[src/rtl/stream_output_pkg.sv]
// Shared encodings and field layout for the engine-to-host result stream:
// FSM states, trailer magic, pad record and record/trailer packing helpers.
package stream_output_pkg;

  typedef enum logic [3:0] {
    FILL_LO      = 4'b0001,
    FILL_HI      = 4'b0010,
    SEND_DATA    = 4'b0100,
    SEND_TRAILER = 4'b1000
  } state_t;

  localparam int POS_W   = 25;
  localparam int SCORE_W = 16;
  localparam int QCNT_W  = 16;
  localparam int RCNT_W  = 32;
  localparam int REC_W   = 64;
  localparam int DATA_W  = 128;

  localparam logic [31:0]      TRAILER_MAGIC = 32'h5357_454E;
  // Bits [31:25] of a real record are always zero, so all-ones can never collide.
  localparam logic [REC_W-1:0] PAD_RECORD    = 64'hFFFF_FFFF_FFFF_FFFF;

  localparam int REC_POS_LSB   = 0;
  localparam int REC_SCORE_LSB = 32;
  localparam int REC_QCNT_LSB  = 48;

  localparam int TRL_MAGIC_LSB = 0;
  localparam int TRL_QCNT_LSB  = 32;
  localparam int TRL_RCNT_LSB  = 64;

  function automatic logic [REC_W-1:0] make_record(input logic [QCNT_W-1:0]  qcnt,
                                                   input logic [SCORE_W-1:0] score,
                                                   input logic [POS_W-1:0]   pos);
    logic [REC_W-1:0] rec;
    rec = '0;
    rec[REC_POS_LSB +: POS_W]     = pos;
    rec[REC_SCORE_LSB +: SCORE_W] = score;
    rec[REC_QCNT_LSB +: QCNT_W]   = qcnt;
    return rec;
  endfunction

  function automatic logic [DATA_W-1:0] make_trailer(input logic [QCNT_W-1:0] qcnt,
                                                     input logic [RCNT_W-1:0] rcnt);
    logic [DATA_W-1:0] trl;
    trl = '0;
    trl[TRL_MAGIC_LSB +: 32]    = TRAILER_MAGIC;
    trl[TRL_QCNT_LSB +: QCNT_W] = qcnt;
    trl[TRL_RCNT_LSB +: RCNT_W] = rcnt;
    return trl;
  endfunction

endpackage

[src/rtl/stream_output_handler_if.sv]
// Result input port and stream output port of the handler. Both sides use
// valid/ready: a beat or word transfers on a clock edge where valid and ready are both 1.
interface stream_output_handler_if;
  import stream_output_pkg::*;

  logic               result_valid_in;
  logic               result_rdy_out;
  logic [POS_W-1:0]   result_ref_pos_in;
  logic [SCORE_W-1:0] result_score_in;
  logic               result_null_in;
  logic               result_last_in;

  logic               so_valid;
  logic [DATA_W-1:0]  so_data;
  logic               so_rdy;

  modport master (
    input  result_valid_in, result_ref_pos_in, result_score_in,
           result_null_in, result_last_in, so_rdy,
    output result_rdy_out, so_valid, so_data
  );

  modport slave (
    output result_valid_in, result_ref_pos_in, result_score_in,
           result_null_in, result_last_in, so_rdy,
    input  result_rdy_out, so_valid, so_data
  );

endinterface

[src/rtl/so_output_reg.sv]
// 128-bit output holding register: load sets valid with new data, a handshake
// clears valid; load wins so a trailer can follow a data word back to back.
module so_output_reg
  import stream_output_pkg::*;
(
  input  logic              clk,
  input  logic              rst,
  input  logic              load,
  input  logic [DATA_W-1:0] load_data,
  input  logic              rdy,
  output logic              valid,
  output logic [DATA_W-1:0] data
);

  always_ff @(posedge clk) begin
    if (rst) begin
      valid <= 1'b0;
      data  <= '0;
    end else if (load) begin
      valid <= 1'b1;
      data  <= load_data;
    end else if (valid && rdy) begin
      valid <= 1'b0;
    end
  end

endmodule

[src/rtl/stream_output_handler.sv]
// Packs two 64-bit hit records per 128-bit output word and closes every query
// with a trailer word carrying the query number and its record count.
module stream_output_handler
  import stream_output_pkg::*;
#(
  parameter logic [QCNT_W-1:0] QUERY_CNT_INIT = '0
) (
  input  logic                    clk,
  input  logic                    rst,
  stream_output_handler_if.master bus,
  output state_t                  dbg_state
);

  state_t            state, state_nxt;
  logic [REC_W-1:0]  lo_q, lo_nxt;
  logic              trailer_pend, pend_nxt;
  logic [QCNT_W-1:0] query_cnt;
  logic [RCNT_W-1:0] rec_cnt;

  logic              accept, so_hs, load;
  logic [DATA_W-1:0] load_data;
  logic [REC_W-1:0]  cur_rec;
  logic [DATA_W-1:0] trailer;

  assign bus.result_rdy_out = !rst && (state == FILL_LO || state == FILL_HI);
  assign accept    = bus.result_valid_in && bus.result_rdy_out;
  assign so_hs     = bus.so_valid && bus.so_rdy;
  assign cur_rec   = make_record(query_cnt, bus.result_score_in, bus.result_ref_pos_in);
  assign trailer   = make_trailer(query_cnt, rec_cnt);
  assign dbg_state = state;

  always_ff @(posedge clk) begin
    if (rst) begin
      state        <= FILL_LO;
      lo_q         <= '0;
      trailer_pend <= 1'b0;
    end else begin
      state        <= state_nxt;
      lo_q         <= lo_nxt;
      trailer_pend <= pend_nxt;
    end
  end

  always_comb begin
    state_nxt = state;
    lo_nxt    = lo_q;
    pend_nxt  = trailer_pend;
    load      = 1'b0;
    load_data = {PAD_RECORD, cur_rec};
    case (state)
      FILL_LO: if (accept) begin
        if (bus.result_null_in) begin
          if (bus.result_last_in) begin
            load      = 1'b1;
            load_data = trailer;
            state_nxt = SEND_TRAILER;
          end
        end else if (bus.result_last_in) begin
          load      = 1'b1;
          pend_nxt  = 1'b1;
          state_nxt = SEND_DATA;
        end else begin
          lo_nxt    = cur_rec;
          state_nxt = FILL_HI;
        end
      end
      // A null beat here still closes the half-filled word with a pad record.
      FILL_HI: if (accept) begin
        load      = 1'b1;
        load_data = {(bus.result_null_in ? PAD_RECORD : cur_rec), lo_q};
        pend_nxt  = bus.result_last_in;
        state_nxt = SEND_DATA;
      end
      SEND_DATA: if (so_hs) begin
        pend_nxt = 1'b0;
        if (trailer_pend) begin
          load      = 1'b1;
          load_data = trailer;
          state_nxt = SEND_TRAILER;
        end else begin
          state_nxt = FILL_LO;
        end
      end
      SEND_TRAILER: if (so_hs) state_nxt = FILL_LO;
      default: state_nxt = FILL_LO;
    endcase
  end

  // The trailer is built from the counters before this update takes effect.
  always_ff @(posedge clk) begin
    if (rst) begin
      query_cnt <= QUERY_CNT_INIT;
      rec_cnt   <= '0;
    end else if (state == SEND_TRAILER && so_hs) begin
      query_cnt <= query_cnt + 16'd1;
      rec_cnt   <= '0;
    end else if (accept && !bus.result_null_in) begin
      rec_cnt   <= rec_cnt + 32'd1;
    end
  end

  so_output_reg u_out (
    .clk       (clk),
    .rst       (rst),
    .load      (load),
    .load_data (load_data),
    .rdy       (bus.so_rdy),
    .valid     (bus.so_valid),
    .data      (bus.so_data)
  );

endmodule

[src/flat_wrapper.sv]
// flat-port wrapper written by rule: the top's interface ports become plain ports
module stream_output_handler_flat import stream_output_pkg::*;
#(
  parameter logic [QCNT_W-1:0] QUERY_CNT_INIT = '0
)
  (clk, rst, dbg_state, bus_result_valid_in, bus_result_ref_pos_in, bus_result_score_in, bus_result_null_in, bus_result_last_in, bus_so_rdy, bus_result_rdy_out, bus_so_valid, bus_so_data);
  stream_output_handler_if bus_i ();
  input  logic clk;
  input  logic rst;
  output state_t dbg_state;
  input wire logic [$bits(bus_i.result_valid_in)-1:0] bus_result_valid_in;
  input wire logic [$bits(bus_i.result_ref_pos_in)-1:0] bus_result_ref_pos_in;
  input wire logic [$bits(bus_i.result_score_in)-1:0] bus_result_score_in;
  input wire logic [$bits(bus_i.result_null_in)-1:0] bus_result_null_in;
  input wire logic [$bits(bus_i.result_last_in)-1:0] bus_result_last_in;
  input wire logic [$bits(bus_i.so_rdy)-1:0] bus_so_rdy;
  output wire logic [$bits(bus_i.result_rdy_out)-1:0] bus_result_rdy_out;
  output wire logic [$bits(bus_i.so_valid)-1:0] bus_so_valid;
  output wire logic [$bits(bus_i.so_data)-1:0] bus_so_data;
  assign bus_i.result_valid_in = bus_result_valid_in;
  assign bus_i.result_ref_pos_in = bus_result_ref_pos_in;
  assign bus_i.result_score_in = bus_result_score_in;
  assign bus_i.result_null_in = bus_result_null_in;
  assign bus_i.result_last_in = bus_result_last_in;
  assign bus_i.so_rdy = bus_so_rdy;
  assign bus_result_rdy_out = bus_i.result_rdy_out;
  assign bus_so_valid = bus_i.so_valid;
  assign bus_so_data = bus_i.so_data;
  stream_output_handler #(.QUERY_CNT_INIT(QUERY_CNT_INIT)) u_core (.clk(clk), .rst(rst), .bus(bus_i), .dbg_state(dbg_state));
endmodule
[config.mk]
export PLATFORM = sky130hd
export DESIGN_NAME = stream_output_handler_flat
export DESIGN_NICKNAME = d
export VERILOG_FILES = /design/src/rtl/stream_output_pkg.sv /design/src/rtl/stream_output_handler_if.sv /design/src/rtl/so_output_reg.sv /design/src/rtl/stream_output_handler.sv /design/src/flat_wrapper.sv
export SDC_FILE = /design/constraint.sdc
export NUM_CORES = 1
export LEC_CHECK = 0
export BUFFER_PORTS_ARGS = -buffer_cell sky130_fd_sc_hd__buf_2
export CORE_MARGIN = 2
export CORE_UTILIZATION = 55
export CTS_BUF_LIST = sky130_fd_sc_hd__clkbuf_4 sky130_fd_sc_hd__clkbuf_8
export DETAILED_ROUTE_END_ITERATION = 6
export PLACE_DENSITY = 0.89
export RECOVER_POWER = 25
export SLEW_MARGIN = 20
export SYNTH_ARGS = -nofsm -noshare
export SYNTH_HDL_FRONTEND = slang
export SYNTH_SLANG_ARGS = --single-unit
[constraint.sdc]
create_clock -name clk -period 3.9 [get_ports clk]
set_clock_uncertainty 0.2 [all_clocks]
set_input_delay 0.975 -clock clk [delete_from_list [all_inputs] [get_ports clk]]
set_output_delay 0.975 -clock clk [all_outputs]
set_load 0.03 [all_outputs]
---- Yosys cells after proc, flatten, opt, wreduce, memory -nomap -nowiden ----
Cells that the tools add are included.
operators by class
  eq/ne operators ......................... 11
  $add $sub $neg .......................... 2
  reduce and logical (&&, ||, !) cells .... 14
  multiplexer cells ....................... 30
  bitwise operators ....................... 2
operator list
  cell                     count
  $mux W128                6
  $pmux W128 S3            1
  $mux W64                 1
  $add A32 B1 Y32 const B  1
  $mux W4                  7
  $add A16 B1 Y16 const B  1
  $pmux W4 S4              1
  $mux W1                  11
  $ne A2 B1 Y1 const B     4
  $pmux W1 S3              2
  $reduce_and A6 Y1        1
  $logic_and A1 B1 Y1      5
  $reduce_and A5 Y1        1
  $eq A4 B1 Y1 const B     1
  $eq A4 B2 Y1 const B     1
  $eq A4 B3 Y1 const B     1
  $eq A4 B4 Y1 const B     1
  $ne A2 B2 Y1 const B     2
  $reduce_and A4 Y1        1
  $mux W3                  1
  $ne A3 B3 Y1 const B     1
  $reduce_bool A3 Y1       1
  $logic_not A1 Y1         2
  $not A1 Y1               2
  3 further kinds          3
storage, ports and cells
  input bits .............................. 47
  register bits ........................... 239
  output and inout port bits .............. 134

---- Longest topological paths before layout ----
Gate-level depths: netlist of the first run.
  depth after elaboration ................. 7
  depth in mapped cells ................... 9
  mapped depth without buffers ............ 6

---- Hierarchy ----
A second synthesis of the first run with hierarchy kept.
unflattened totals
  cells, all modules ...................... 1352
  area total of the unflattened synthesis .. 11436.0 sq um
modules (own cells, without submodules)
  module                 cells each  instances  area an instance (sq um)
  stream_output_handler  935         1          6760.2
  so_output_reg          417         1          4675.7

---- Worst setup path before layout of the first run ----
No wires, ideal clock.
  path type ............................... input-to-output
  start point ............................. input rst
  end point ............................... output bus_result_rdy_out
  path slack .............................. 0.778 ns
  required time ........................... 2.725 ns
  data arrival time ....................... 1.947 ns
  stages on the path ...................... 4
  buffers on the path ..................... 3
  path through ............................ buf_2 > clkbuf_1 > buf_1 > nor2_1
between the ends
  word-level cells in the longest chain between the ends .. 2
ends and longest elaborated chain
  item                 RTL line                     text
  from (decl)          flat_wrapper.sv:9            input logic rst;
  $logic_not A1 Y1     stream_output_handler.sv:25  assign bus.result_rdy_out = !rst && (state == FILL_LO || state == FILL_HI);
  $logic_and A1 B1 Y1  stream_output_handler.sv:25
  to (decl)            flat_wrapper.sv:17           output wire logic [$bits(bus_i.result_rdy_out)-1:0] bus_result_rdy_out;
Every way passes these cells.

---- Final worst setup path of the first run ----
  start point ............................. register u_core.state[0] (netlist: u_core.dbg_state[0])
  end point ............................... output bus_result_rdy_out
between the ends
  word-level cells in the longest chain between the ends .. 3
ends and longest elaborated chain
  item                                          RTL line                     text
  from (decl)                                   stream_output_handler.sv:14  state_t state, state_nxt;
  from (signal assigned)                        stream_output_handler.sv:38  state <= state_nxt;
  $eq A4 B1 Y1 or $eq A4 B2 Y1 (tied branches)  stream_output_handler.sv:25
  $logic_or A1 B1 Y1 (*)                        stream_output_handler.sv:25
  $logic_and A1 B1 Y1 (*)                       stream_output_handler.sv:25
Mark *: on every way between the ends. The rest lies on a longest branch, timed or not.

==> out/metrics.cfg, run 1 <==
[run_status]
status = finished with violations
violations = design-rule violations

[yosys]
synth-edff-count = 0
ys_seq_area_share_pct = 46.1
ys_top_cells_by_count = 233 x dfxtp_1, 183 x nor2_1, 165 x nand2_1
synthTopCellsByArea = dfxtp_1 46%, nor2_1 6.8%, nand2_1 6.1%
yosysWarnings = 0
synth-seq-cells = 233
postSynthCellCount = 1232
avgSynthCellArea_um2 = 8.21
synth.most_common_cell = dfxtp_1
async_flop_share_pct = 0
syn_area_um2 = 10100
synth_top_area_cell = dfxtp_1
yosys.area.top_type_share_pct = 46.1
ys.flop_type = dfxtp_1
synth_cell_type_count = 54

[floorplan]
io_pins = 181
start_util_pct = 56.1
die_width_um = 140
core_area_um2 = 18000
die-area_um2 = 19500
die_h_um = 140
rows = 49

[worst_setup_path]
r2r_cells = 6
path_class = flip-flop to output port
cp_data_required_time_ps = 2720
end_kind = output port
worstPathMaxFanout = 16
cp-start-kind = flip-flop
crit_arrival_ps = 2210

[clock_network]
cts.repair.resized = 0
clockRootBuffer = clkbuf_8
clk_pin_slew_worst_paths_ps = 60
htreeDepth = 2
clock_latency_ps = 530
ctsHoldBuffers = 0
cts_setup_buffers = 0
tritoncts = done
cts_buffer_depth = 3
numCtsBuffers = 38
cts_sinks = 233

[sta]
drv_slew = 0
final_hold_viol_count = 0
setup_viol = 0
post-route-period-util_pct = 86.9
period_minus_slack_ps = 3390
relSlewSlack_pct = 36.9
rsz0062_at_grt = false
tightest_slew_ps = 946
fmax_ghz = 0.295
final.setup.tns_ps = 0

[global_routing]
grt_start_max_net_pins = 188
grt_pass1_vias = 9043
antenna_found_initial = 2
track_usage_pct = 28.8
overflow = 0
grt_pass1_wl_um = 46600

[power]
p_int_mw = 4.09
powerDensity_nw_per_um2 = 515
p_sw_share_pct = 32.1
seq_power_share_pct = 43.5
p_switching_mw = 1.93
vdd_drop_max_mv = 0.356
p_leak_nw = 4.16
power_frac_clock_pct = 36.0
combPwrFrac_pct = 20.5

[placement]
place_congestion = 0.932
portBuffers = 176
dpl.hpwl_um = 19100

[routing]
antenna_left = 0
num_vias = 9761
drt_iter0_drc = 1201
wl_um = 29100
first_pass_iters = 7
vias_per_cell = 6.06
drc = 1
wl_per_cell_um = 18.1

[finish]
drive_above_1_share_pct = 16.8
fin_util_pct = 64.9
nNetsFinal = 1407
areaGrowthSynthToFinish_pct = 15.7

[hold_path]
hp-class = flip-flop to flip-flop
holdPathStages = 2

[job]
cap_violations = 0

[sequential cells by signal, indices dropped and copies added (netlist names)]
| register | flops |
|---|---|
| u_core.lo_q | 57 |
| u_core.rec_cnt | 32 |
| u_core.query_cnt | 16 |
| u_core.u_out.data | 122 |
| u_core.trailer_pend | 1 |
| u_core.u_out.valid | 1 |
| u_core.dbg_state | 4 |
[stage by stage]
| stage | instance area, um2 | hold WS, ps | setup slack (ps) | power (mW) | std cells |
|---|---|---|---|---|---|
| after floorplan | 10100 | 236 | 778 | 3.54 | 1235 |
| after global placement | 11000 | 241 | 707 | 3.87 | 1547 |
| after detailed placement | 11000 | 247 | 663 | 3.90 | 1547 |
| after CTS | 11800 | 255 | 560 | 6.04 | 1609 |
| after global routing | 11700 | 270 | 384 | 6.25 | 1610 |
| final | 11700 | 255 | 513 | 6.03 | 1610 |
[kinds of logic (layout without fill, tap and decap cells)]
group / Yosys count / in the layout / share of synthesized area (%)
AOI/OAI and AO/OA: 295 / 295 / 18.5
xor gates and xnor gates: 40 / 40 / 3.46
adders and majority gates: 2 / 2 / 0.247
buffers and inverters: 123 / 268 / 5.42
DFF: 233 / 233 / 46.1
muxes: 1 / 1 / 0.0989
other: 1 / 5 / 0.0371
and+or+nand+nor: 537 / 537 / 26.1
[per-layer routing]
layer,track usage (%),routed length (um),vias up
li1,-,-,4571
met1,39.6,12000,4544
met2,44.3,13200,567
met3,6.40,2940,79
met4,11.4,968,0
met5,0,0,-
[worst max-delay path, cell delays in order, from the launching register on]
cell and delay (ps):
dfxtp_1 690, xor2_1 450, nand2_1 210, nor2_1 140, buf_2 210
[path summary, 6_finish.rpt]
| check | to | slack [ps] | from |
|---|---|---|---|
| max | bus_result_rdy_out | 510 | u_core.dbg_state[0] |
| min | u_core.lo_q[34] | 250 | u_core.lo_q[34] |
| max reg2reg | u_core.u_out.data[3] | 640 | u_core.dbg_state[0] |
| min reg2reg | u_core.lo_q[34] | 250 | u_core.lo_q[34] |
[area by class of cell]
cell class              count  area [um2]
diodes                      1        2.50
clock buffers              56         702
clock inverters             6        65.1
fillers                  1484        6320
inverters                   9        33.8
multi-input cells         879        4960
flip-flops and latches    233        4660
well taps                 229         287
repair buffers            197         987
[cells in the final DEF, fill, tap and decap left out, types with 12 or more instances in the layout]
| master | Yosys | routed |
|---|---|---|
| nor3_1 | 38 | 38 |
| clkbuf_8 | 0 | 45 |
| nand2_1 | 165 | 164 |
| nand3_1 | 15 | 15 |
| a222oi_1 | 16 | 16 |
| xnor2_1 | 28 | 28 |
| nor2b_1 | 22 | 22 |
| buf_2 | 24 | 89 |
| buf_4 | 13 | 17 |
| a211oi_1 | 31 | 31 |
| a21oi_1 | 115 | 115 |
| nor3_2 | 44 | 43 |
| dfxtp_1 | 233 | 233 |
| o22ai_1 | 28 | 27 |
| clkbuf_1 | 69 | 86 |
| o21ai_0 | 51 | 51 |
| nand4_1 | 15 | 15 |
| nor2_1 | 183 | 181 |
| xor2_1 | 12 | 12 |
| a221oi_1 | 34 | 34 |
[power by group through the flow]
stage / logic [mW] / clock network [mW] / registers, mW
2_1_floorplan: 0.662 / 0 / 2.88
3_3_place_gp: 1.21 / 0 / 2.66
3_5_place_dp: 1.23 / 0 / 2.67
4_1_cts: 1.24 / 2.18 / 2.62
5_1_grt: 1.33 / 2.28 / 2.63
6_report: 1.24 / 2.17 / 2.62
No activity file was read; power rests on OpenSTA's default activity.
==> run 2, diff against run 1 <==
--- a/config.mk
+++ b/config.mk
@@ -10,7 +10,7 @@
 export CORE_UTILIZATION = 55
 export CTS_BUF_LIST = sky130_fd_sc_hd__clkbuf_4 sky130_fd_sc_hd__clkbuf_8
 export DETAILED_ROUTE_END_ITERATION = 6
-export PLACE_DENSITY = 0.89
+export PLACE_DENSITY_LB_ADDON = 0.1
 export RECOVER_POWER = 25
 export SLEW_MARGIN = 20
 export SYNTH_ARGS = -nofsm -noshare
==> run 2 against run 1 <==
Net effect: the flow finishes with violations (max-capacitance violations, max-slew violations); sequential cell count stayed put; non-clock buffer count is 4 higher; register-to-register slack better by 110 ps; via count is 3.4% lower.
==> out/metrics.cfg, run 2 (same netlist as run 1, synthesis figures left out) <==
[worst_setup_path]
crit_slowest_cell = clkbuf_4
path_class = input pin to flip-flop
end_kind = flip-flop
crit_arrival_ps = 3680
cp_data_required_time_ps = 4010
slowest_delay_ps = 1880
cp-start-kind = input pin
r2r_cells = 6
path_cells = clkbuf_1 -> clkbuf_4 -> nor3_1
crit_family = buffers and inverters
cp.buffers_inverters = 2
cp_num_cells = 3
worstPathMaxFanout = 188

[global_routing]
track_usage_pct = 28.8
overflow = 0
grt_pass1_vias = 8619
grt_start_max_net_pins = 189
grt_pass1_wl_um = 45900
antenna_found_initial = 0

[power]
seq_power_share_pct = 42.4
p_switching_mw = 1.92
vdd_drop_max_mv = 0.402
powerDensity_nw_per_um2 = 522
p_int_mw = 4.23
combPwrFrac_pct = 20.2
power_frac_clock_pct = 37.4
p_sw_share_pct = 31.3
p_leak_nw = 4.22

[clock_network]
cts_sinks = 233
tritoncts = done
numCtsBuffers = 39
clock_latency_ps = 530
htreeDepth = 2
clockRootBuffer = clkbuf_8
cts_setup_buffers = 0
ctsHoldBuffers = 0
clk_pin_slew_worst_paths_ps = 60
cts.repair.resized = 0
cts_buffer_depth = 3

[floorplan]
start_util_pct = 56.1
io_pins = 181
core_area_um2 = 18000
rows = 49
die_h_um = 140
die-area_um2 = 19500
die_width_um = 140

[hold_path]
hp-class = flip-flop to flip-flop
holdPathStages = 2

[finish]
final_common_cell = dfxtp_1
largest_reg_flops = 122
largest_register = u_core.u_out.data
areaGrowthSynthToFinish_pct = 16.5
nNetsFinal = 1412
final_cell_mix = 233 x dfxtp_1, 182 x nor2_1, 164 x nand2_1
diodes = 0
instances_no_fill = 1619
top_regs = u_core.u_out.data: 122 flops, u_core.lo_q: 57 flops, u_core.rec_cnt: 32 flops
drive_above_1_share_pct = 17.4

[routing]
drc = 0
wl_per_cell_um = 17.9
num_vias = 9431
vias_per_cell = 5.83
first_pass_iters = 7
antenna_left = 0
wl_um = 28900
drt_iter0_drc = 934

[placement]
portBuffers = 176
post-place-cells = 1551
dpl.hpwl_um = 19300
dp_worst_setup_slack_ps = 568
place_congestion = 0.923

[sta]
period_minus_slack_ps = 3580
hold_ws_ps = 254
final.setup.tns_ps = 0
setup_viol = 0
setup_slack_ps = 324
final_hold_viol_count = 0
tightest_slew_ps = 2390
post-route-period-util_pct = 91.7
drv_slew = 189
relSlewSlack_pct = -59.3
fmax_ghz = 0.280
rsz0062_at_grt = false

[run_status]
status = finished with violations
violations = max-capacitance violations, max-slew violations

[job]
cap_violations = 1

-- run 2: cell count changes in the layout (fill, tap and decap cells not counted), sizes merged --
cell,before,now
diode,1,0
buf,111,115
clkinv,2,4
inv,11,9
clkbuf,142,149
clkinvlp,1,0
-- run 2: area by class of cell --
| cell class | instances | area, um2 |
|---|---|---|
| sequential | 233 | 4660 |
| tap | 229 | 287 |
| multi-input combinational | 879 | 4960 |
| clock inverter | 5 | 50.0 |
| inverter | 9 | 33.8 |
| clock buffer | 63 | 792 |
| timing repair buffer | 201 | 1000 |
| fill | 1640 | 6230 |
-- run 2: power groups by stage --
stage / logic, mW / clock network, mW / registers, mW
global route: 1.35 / 2.44 / 2.63
finish: 1.24 / 2.30 / 2.61
detailed placement: 1.25 / 0 / 2.66
floorplan: 0.662 / 0 / 2.88
CTS: 1.26 / 2.34 / 2.61
global placement: 1.24 / 0 / 2.66
-- run 2: metal layers --
metal	up-vias	wire (um)	track usage (%)
met5	-	0	0
met4	0	496	8.58
met3	38	2450	5.02
met2	369	12500	42.1
met1	4441	13500	43.5
li1	4583	-	-
-- run 2: stage by stage --
stage          instance area [um2]  power, mW  utilization [%]
2_1_floorplan                10100       3.54                -
3_3_place_gp                 11100       3.90             61.4
5_1_grt                      11800       6.41             65.4
4_1_cts                      11900       6.20             66.1
6_report                     11800       6.16             65.4
3_5_place_dp                 11100       3.91             61.4
-- run 2: path summary, 6_finish.rpt --
check,startpoint,end,slack (ps)
max,rst,u_core.u_out.data[120],320
min reg2reg,u_core.lo_q[23],u_core.lo_q[23],250
min,u_core.lo_q[23],u_core.lo_q[23],250
max reg2reg,u_core.dbg_state[3],u_core.u_out.data[39],750
-- run 2: tightest hold or removal path: cells and delay by family, from the launching register on --
family / cells / cell delay [ps]
AOI/OAI and AO/OA: 1 / 50
and+or+nand+nor: 1 / 50
DFF: 1 / 310
==> run 3, diff against run 2 <==
--- a/config.mk
+++ b/config.mk
@@ -12,7 +12,8 @@
 export DETAILED_ROUTE_END_ITERATION = 6
 export PLACE_DENSITY_LB_ADDON = 0.1
 export RECOVER_POWER = 25
-export SLEW_MARGIN = 20
+export SETUP_SLACK_MARGIN = 0.5
+export SLEW_MARGIN = 0
 export SYNTH_ARGS = -nofsm -noshare
 export SYNTH_HDL_FRONTEND = slang
 export SYNTH_SLANG_ARGS = --single-unit
==> run 3 against run 2 <==
Net effect: the run still ends with max-capacitance violations, max-slew violations left; routed wire length hardly changed; first-iteration DRC count decreased by 0.86%; clock power about the same; hold slack better by 0.73 ps; register-to-register slack got worse by 30 ps; combinational power about the same; critical path depth increased by 1; cell area about the same; global-route usage did not move; sequential cell count is the same; die area is the same.
==> out/metrics.cfg, run 3 (same netlist as run 1, synthesis figures left out) <==
[routing]
vias_per_cell = 5.84
antenna_left = 0
first_pass_iters = 6
wl_per_cell_um = 17.9
wl_um = 29000
drc = 0
drt_iter0_drc = 926
num_vias = 9450

[power]
vdd_drop_max_mv = 0.403
p_switching_mw = 1.92
p_leak_nw = 4.23
power_frac_clock_pct = 37.4
powerDensity_nw_per_um2 = 521
seq_power_share_pct = 42.5
p_int_mw = 4.23
p_sw_share_pct = 31.2
combPwrFrac_pct = 20.1

[clock_network]
htreeDepth = 2
clockRootBuffer = clkbuf_8
clock_latency_ps = 530
cts_setup_buffers = 0
cts_buffer_depth = 3
numCtsBuffers = 39
tritoncts = done
cts_sinks = 233
ctsHoldBuffers = 0
clk_pin_slew_worst_paths_ps = 70

[placement]
dpl.hpwl_um = 19300
place_congestion = 0.923
dp_worst_setup_slack_ps = 568
portBuffers = 176

[floorplan]
start_util_pct = 56.1
die-area_um2 = 19500
io_pins = 181
die_width_um = 140
rows = 49
core_area_um2 = 18000
die_h_um = 140

[finish]
areaGrowthSynthToFinish_pct = 16.6
fin_util_pct = 65.5
final_common_cell = dfxtp_1
largest_reg_flops = 122
top_regs = u_core.u_out.data: 122 flops, u_core.lo_q: 57 flops, u_core.rec_cnt: 32 flops
diodes = 0
largest_register = u_core.u_out.data
drive_above_1_share_pct = 17.6
nNetsFinal = 1412
final_cell_mix = 233 x dfxtp_1, 182 x nor2_1, 164 x nand2_1

[sta]
setup_viol = 0
post-route-period-util_pct = 83.3
fmax_ghz = 0.308
final_hold_viol_count = 0
final.setup.tns_ps = 0
tightest_slew_ps = 2390
relSlewSlack_pct = -59.6
rsz0062_at_grt = false
drv_slew = 189
setup_slack_ps = 651
period_minus_slack_ps = 3250

[worst_setup_path]
crit_family = flip-flops
crit_slowest_cell = dfxtp_1
worstPathMaxFanout = 15
path_class = flip-flop to output port
path_cells = xor2_2 -> nand2_1 -> nor2_1 -> buf_2
cp-start-kind = flip-flop
end_kind = output port
slowest_delay_ps = 660
cp.buffers_inverters = 1
cp_data_required_time_ps = 2720
crit_arrival_ps = 2070

[run_status]
violations = max-capacitance violations, max-slew violations
status = finished with violations

[global_routing]
overflow = 0
grt_pass1_wl_um = 45900
antenna_found_initial = 0
grt_start_max_net_pins = 189
track_usage_pct = 28.8
grt_pass1_vias = 8619

[hold_path]
hp-class = flip-flop to flip-flop

[job]
cap_violations = 1

## run 3: cell count changes in the layout (fill, tap and decap cells not counted)
cell      change
xor2_2        +1
xor2_1        -1
buf_6         +1
o21ai_2       +1
clkbuf_1      -1
o21ai_4       -1
## run 3: power groups by stage
stage          combinational (mW)  sequential, mW  clock [mW]
2_1_floorplan               0.662            2.88           0
3_3_place_gp                 1.24            2.66           0
3_5_place_dp                 1.25            2.66           0
4_1_cts                      1.26            2.61        2.34
5_1_grt                      1.34            2.63        2.44
6_report                     1.24            2.61        2.30
## run 3: routing by layer
metal / global-route usage (%) / routed length, um
met5: 0 / 0
met4: 8.58 / 495
met3: 5.02 / 2330
met2: 42.1 / 12700
met1: 43.5 / 13500
## run 3: layout make-up
class                           count  area (um2)
Multi-Input combinational cell    879        4960
Clock inverter                      5        50.0
Inverter                            9        33.8
Sequential cell                   233        4660
Clock buffer                       63         792
Tap cell                          229         287
Timing Repair Buffer              201        1010
Fill cell                        1640        6230
## run 3: repair_timing
| item | CTS | global route |
|---|---|---|
| hold endpoints to repair | 0 | 0 |
| gates resized for setup | 0 | 1 |
| endpoints found under the setup margin | 0 | 1 |
## run 3: final timing paths
kind / start / endpoint / slack [ps] / cells past startpoint
setup / recovery: u_core.dbg_state[1] / bus_result_rdy_out / 650 / 4
hold / removal: u_core.lo_q[23] / u_core.lo_q[23] / 250 / 2
setup reg to reg: u_core.dbg_state[3] / u_core.u_out.data[39] / 720 / 6
hold reg to reg: u_core.lo_q[23] / u_core.lo_q[23] / 250 / 2
## run 3: metrics by stage
stage               std cells  hold WS (ps)  area, um2  power [mW]
global route             1619           269      11800        6.41
detailed placement       1551           246      11100        3.91
CTS                      1619           254      11900        6.20
global placement         1551           241      11100        3.90
floorplan                1235           236      10100        3.54
finish                   1619           255      11800        6.15
## run 3: worst register-to-register path: stages (launching register included)
cell,delay [ps]
dfxtp_1,480
or4b_1,580
buf_4,190
nor2_1,500
or2_2,600
a222oi_1,160
a211oi_1,330
